--- src/rtl/ddr_datapath_write.sv ---
// DDR write datapath: buffers system write words/masks and serialises them into
// registered rise/fall byte pairs with DQ/DQS enables, preamble and postamble.
module ddr_datapath_write #(
  parameter int BURST_LEN  = 4,
  parameter int FIFO_DEPTH = 8,
  parameter int WL         = 2
) (
  input  logic        clk,
  input  logic        rst,
  input  logic [15:0] sys_data_w,
  input  logic [1:0]  sys_mask_w,
  input  logic        sys_wvalid,
  output logic        sys_wready,
  input  logic        wr_start,
  output logic [7:0]  dq_rise,
  output logic [7:0]  dq_fall,
  output logic        dm_rise,
  output logic        dm_fall,
  output logic        dq_oe,
  output logic        dqs_oe,
  output logic        dqs_rise,
  output logic        wr_busy,
  output logic        wr_underrun,
  output logic [3:0]  fifo_level
);

  localparam int AW = $clog2(FIFO_DEPTH);
  localparam logic [AW:0] DEPTH_C = FIFO_DEPTH[AW:0];
  localparam logic [2:0] LAT_LAST = (WL > 1) ? 3'(WL - 2) : 3'd0;
  localparam logic [2:0] BEAT_LAST = 3'(BURST_LEN - 1);

  typedef enum logic [2:0] {IDLE, LATENCY, PREAMBLE, BURST, POSTAMBLE} state_t;

  state_t        state_q, state_d;
  logic [2:0]    cnt_q, cnt_d;
  logic [17:0]   mem_q [FIFO_DEPTH];
  logic [AW-1:0] wptr_q, rptr_q;
  logic [AW:0]   count_q;
  logic          full, empty, push, pop;
  logic [17:0]   rd_word;

  logic [7:0] dq_rise_q, dq_rise_d, dq_fall_q, dq_fall_d;
  logic       dm_rise_q, dm_rise_d, dm_fall_q, dm_fall_d;
  logic       dq_oe_q, dq_oe_d, dqs_oe_q, dqs_oe_d, dqs_rise_q, dqs_rise_d;
  logic       busy_q, busy_d, underrun_q, underrun_d;

  // Write handshake: a word is taken on any edge where sys_wvalid && sys_wready;
  // sys_wready depends only on FIFO fullness and rst, never on sys_wvalid.
  assign full       = (count_q == DEPTH_C);
  assign empty      = (count_q == '0);
  assign sys_wready = !full && !rst;
  assign push       = sys_wvalid && sys_wready;
  assign pop        = (state_q == BURST) && !empty;
  assign rd_word    = mem_q[rptr_q];

  always_comb begin
    state_d    = state_q;
    cnt_d      = cnt_q;
    dq_rise_d  = '0;
    dq_fall_d  = '0;
    dm_rise_d  = 1'b0;
    dm_fall_d  = 1'b0;
    dq_oe_d    = 1'b0;
    dqs_oe_d   = 1'b0;
    dqs_rise_d = 1'b0;
    busy_d     = (state_q != IDLE);
    underrun_d = underrun_q;
    case (state_q)
      IDLE: begin
        if (wr_start) begin
          underrun_d = 1'b0;
          cnt_d      = '0;
          state_d    = (WL > 1) ? LATENCY : PREAMBLE;
        end
      end
      LATENCY: begin
        if (cnt_q == LAT_LAST) state_d = PREAMBLE;
        else                   cnt_d   = cnt_q + 3'd1;
      end
      PREAMBLE: begin
        dqs_oe_d = 1'b1;
        cnt_d    = '0;
        state_d  = BURST;
      end
      BURST: begin
        dq_oe_d    = 1'b1;
        dqs_oe_d   = 1'b1;
        dqs_rise_d = 1'b1;
        // An empty FIFO at a beat drives a fully masked zero beat.
        if (empty) begin
          dm_rise_d  = 1'b1;
          dm_fall_d  = 1'b1;
          underrun_d = 1'b1;
        end else begin
          {dm_rise_d, dm_fall_d, dq_rise_d, dq_fall_d} = rd_word;
        end
        if (cnt_q == BEAT_LAST) state_d = POSTAMBLE;
        else                    cnt_d   = cnt_q + 3'd1;
      end
      POSTAMBLE: begin
        dqs_oe_d = 1'b1;
        state_d  = IDLE;
      end
      default: state_d = IDLE;
    endcase
  end

  always_ff @(posedge clk) begin
    if (rst) begin
      state_q    <= IDLE;
      cnt_q      <= '0;
      wptr_q     <= '0;
      rptr_q     <= '0;
      count_q    <= '0;
      dq_rise_q  <= '0;
      dq_fall_q  <= '0;
      dm_rise_q  <= 1'b0;
      dm_fall_q  <= 1'b0;
      dq_oe_q    <= 1'b0;
      dqs_oe_q   <= 1'b0;
      dqs_rise_q <= 1'b0;
      busy_q     <= 1'b0;
      underrun_q <= 1'b0;
    end else begin
      state_q    <= state_d;
      cnt_q      <= cnt_d;
      dq_rise_q  <= dq_rise_d;
      dq_fall_q  <= dq_fall_d;
      dm_rise_q  <= dm_rise_d;
      dm_fall_q  <= dm_fall_d;
      dq_oe_q    <= dq_oe_d;
      dqs_oe_q   <= dqs_oe_d;
      dqs_rise_q <= dqs_rise_d;
      busy_q     <= busy_d;
      underrun_q <= underrun_d;
      if (push) wptr_q <= wptr_q + 1'b1;
      if (pop)  rptr_q <= rptr_q + 1'b1;
      case ({push, pop})
        2'b10:   count_q <= count_q + 1'b1;
        2'b01:   count_q <= count_q - 1'b1;
        default: count_q <= count_q;
      endcase
    end
  end

  always_ff @(posedge clk) begin
    if (push) mem_q[wptr_q] <= {sys_mask_w, sys_data_w};
  end

  assign dq_rise     = dq_rise_q;
  assign dq_fall     = dq_fall_q;
  assign dm_rise     = dm_rise_q;
  assign dm_fall     = dm_fall_q;
  assign dq_oe       = dq_oe_q;
  assign dqs_oe      = dqs_oe_q;
  assign dqs_rise    = dqs_rise_q;
  assign wr_busy     = busy_q;
  assign wr_underrun = underrun_q;
  assign fifo_level  = 4'(count_q);

endmodule

--- config.mk ---
export PLATFORM = sky130hd
export DESIGN_NAME = ddr_datapath_write
export DESIGN_NICKNAME = d
export VERILOG_FILES = /design/src/rtl/ddr_datapath_write.sv
export SDC_FILE = /design/constraint.sdc
export NUM_CORES = 1
export LEC_CHECK = 0
export CELL_PAD_IN_SITES_DETAIL_PLACEMENT = 0
export CELL_PAD_IN_SITES_GLOBAL_PLACEMENT = 1
export CORE_ASPECT_RATIO = 0.9
export CORE_UTILIZATION = 50
export DETAILED_ROUTE_END_ITERATION = 8
export GPL_TIMING_DRIVEN = 0
export MAX_ROUTING_LAYER = met4
export PLACE_DENSITY = 0.79
export SETUP_SLACK_MARGIN = 0.4
export SYNTH_ARGS = -nofsm -noshare
export SYNTH_HDL_FRONTEND = slang
export SYNTH_SLANG_ARGS = --single-unit
--- constraint.sdc ---
create_clock -name clk -period 7.4 [get_ports clk]
set_input_delay 1.48 -clock clk [delete_from_list [all_inputs] [get_ports clk]]
set_output_delay 1.48 -clock clk [all_outputs]
set_load 0.03 [all_outputs]
==> impl_metrics.toml, run 1 <==
[timing]
post-route-period-util = 0.5812
rsz0062_at_grt = "no"
hold_ws_ps = 473.9
slew_viol_final = 0
fin_crit_ps = 4301
worstMarginPinSlew_ps = 992.4
finalHoldViolations = 0
setup_viol = 0
setup_ws_ps = 3099
tns_ps = 0
fmax_mhz = 232.5
fin_worst_skew_ps = 4.434
relSlewSlack = 0.3348

[synthesis]
synth_cell_types = 41
yosys_register_bits = 185
synth_largest_area_cell = "edfxtp_1"
synth_edf_count = 144
synth_compound_area_frac = 0.01187
syn-mean-instance-area_sq_um = 18.64
synthFlopType = "edfxtp_1"
synth_top_family_by_area = "multiplexers"
synth_xor_area_frac = 0.009896
async_flop_share = 0
syn_area_sq_um = 6954
synth_top_area_frac = 0.6218
netlist_instances = 373
syn_nets = 403
synth.most_common_cell = "edfxtp_1"
synth-simple-area-share = 0.05452
yosys_warnings = 0
synthMuxAreaShare = 0.1497
synth_fa_ha_area_frac = 0.01439
synth_common_cells = "edfxtp_1, dfxtp_1, mux4_2"
seq_area_frac_synth = 0.7398
synth_area_leaders = "edfxtp_1, dfxtp_1, mux4_2, mux2i_1, nor2_1"

[setup_path]
start_kind = "input pin"
cp.required_ps = 5920
rr_startpoint = "fifo_level[1]$_SDFFE_PP0P_"
cp_max_fo = 9
startpoint = "rst"
path_class = "input pin to output port"
cp-end-kind = "output port"
arrival_ps = 2820

[cells_and_area]
drive_above_1_share = 0.2215
multiInputGateArea_sq_um = 1705
area_growth_pct = 21.19
nFillCells = 939
nets = 482
register_area_sq_um = 5145
diodes = 0

[clock_tree]
clkLatencyLatePin_ps = 420
cts_root_buffer = "clkbuf_16"
cts.clk_slew.worst_paths_ps = 60
cts.path.max_buffers = 2
ctsHoldBuffers = 0
post-cts-setup-buffers = 0
clock-sinks = 185
cts_resized = 0
cts_tree = "done"
numCtsBuffers = 17
htree_num_levels = 4

[worst_hold_path]
hold_path_class = "register to register"
min_from = "cnt_q[2]$_SDFFE_PP0P_"

[pwr]
internal-power_w = 0.001729
p_sw_w = 0.0004460
irDropWorstVdd_uv = 172.0
power.density_nw_per_um2 = 258.0
pwr-share-clk = 0.424
p_leak_nw = 2.750
netSwitchingFraction = 0.2051
finalPower_w = 0.002175
power_frac_seq = 0.527
p_comb_frac = 0.049

[routing]
wl_per_cell_microns = 19.82
drt_pass1_iterations = 4
num_vias = 3495
drt-total-wl_mm = 12.55
drc = 0
route.met2.wl_mm = 6.526
viasPerCell = 5.521
drtIter0Drc = 303
ant_nets = 0
dr_wl_met3_microns = 753
top_layer = "met4"
met1_length_mm = 5.117

[global_routing]
grt_overflow = 0
grt_pass1_vias = 3631
grt_pass1_wl_mm = 19.91
track_usage = 0.2008
grt_antenna_before_repair = 0
grt_max_degree = 17

[floorplan]
ios = 50
core_area_sq_um = 13460
die_h_microns = 113.9
num_rows = 40
die_w_microns = 126.3
dieArea_sq_um = 14380
initial_core_util = 0.5165

[place]
gp_congestion = 0.7115
place_hpwl_mm = 8.394
pre_cts_ws_ps = 3082
portBuffers = 48

[status]
status = "completed"

[job]
maxCapViolCount = 0
## flip-flops by register name, indices dropped and copies added, names as in the netlist, named ones only
signal	flops
dqs_rise	1
rptr_q	3
wr_busy	1
fifo_level	4
mem_q	144
dm_fall	1
wptr_q	3
cnt_q	3
dm_rise	1
dq_rise	8
dq_fall	8
dqs_oe	1
wr_underrun	1
state_q	3
## final timing paths
path                                end  slack (ps)  cells after the start
max                          sys_wready        3100                      4
min               cnt_q[2]$_SDFFE_PP0P_         470                      2
max reg2reg  fifo_level[2]$_SDFFE_PP0P_        4690                     12
min reg2reg       cnt_q[2]$_SDFFE_PP0P_         470                      2
## power groups by stage
stage	Combinational (W)	Sequential (W)	Clock [W]
4_1_cts	0.000107	0.00115	0.000940
3_5_place_dp	0.000107	0.00117	0
3_3_place_gp	0.000100	0.00117	0
6_report	0.000106	0.00115	0.000923
5_1_grt	0.000116	0.00115	0.000982
2_1_floorplan	0.0000544	0.00117	0
## metrics by stage
step,utilization,cell area (sq um),instances
CTS,0.6260,8428,633
global route,0.6260,8428,633
floorplan,-,6954,373
finish,0.6260,8428,633
global placement,0.5678,7645,589
detailed placement,0.5804,7814,601
## cells in the final DEF (no fill, tap or decap), types with 7 or more instances in the layout
cell | Yosys | routed
buf_6 | 3 | 7
mux4_2 | 36 | 36
mux2i_1 | 23 | 23
buf_4 | 4 | 8
clkbuf_16 | 0 | 17
dfxtp_1 | 41 | 41
edfxtp_1 | 144 | 144
ha_1 | 8 | 8
nor2_1 | 32 | 29
clkdlybuf4s50_1 | 0 | 48
nand2_1 | 10 | 10
## worst max-delay path, cell delays in order
cell             delay, ps
buf_2                  180
clkinv_1               280
and2_1                 270
clkdlybuf4s50_1        600
## per-layer routing
metal	track usage	vias to the layer above
li1	-	1615
met1	0.2489	1779
met2	0.3289	86
met3	0.04644	15
met4	0.06827	0
met5	-	-
## kinds of logic (layout without fill, tap and decap cells)
group,count (synthesis),after routing
buffers and inverters,25,117
XOR/XNOR,7,7
flip-flops,185,185
adder cells (fa/ha/maj),8,8
multiplexers,59,59
AO/OA/AOI/OAI,14,14
AND/OR/NAND/NOR,75,75
## final cells by class
type | instances | area share
Sequential cell | 185 | 0.6105
Inverter | 6 | 0.002672
Tap cell | 168 | 0.02494
Clock buffer | 19 | 0.05255
Timing Repair Buffer | 60 | 0.07304
Clock inverter | 13 | 0.02034
Buffer | 19 | 0.01366
Multi-Input combinational cell | 163 | 0.2023
(Power assumes the default switching activity.)
==> inputs of run 2 (changes only) <==
==> constraint.sdc (replaced) <==
create_clock -name clk -period 4.25 [get_ports clk]
set_input_delay 0.85 -clock clk [delete_from_list [all_inputs] [get_ports clk]]
set_output_delay 0.85 -clock clk [all_outputs]
set_load 0.03 [all_outputs]
==> results of run 2 <==
The final DEF is identical to that of run 1. Status: completed.
Among the figures that moved: setup slack after placement 3082 ps -> 1034 ps; clock-pin slew on the worst setup and hold paths 60 ps -> 70 ps; setup slack after layout 3099 ps -> 1134 ps; start point of the critical path rst -> fifo_level[1]$_SDFFE_PP0P_; register-to-register setup slack 4690 ps -> 1540 ps; total power 0.002175 W -> 0.003786 W; worst IR drop on VDD 172.0 uV -> 299.5 uV
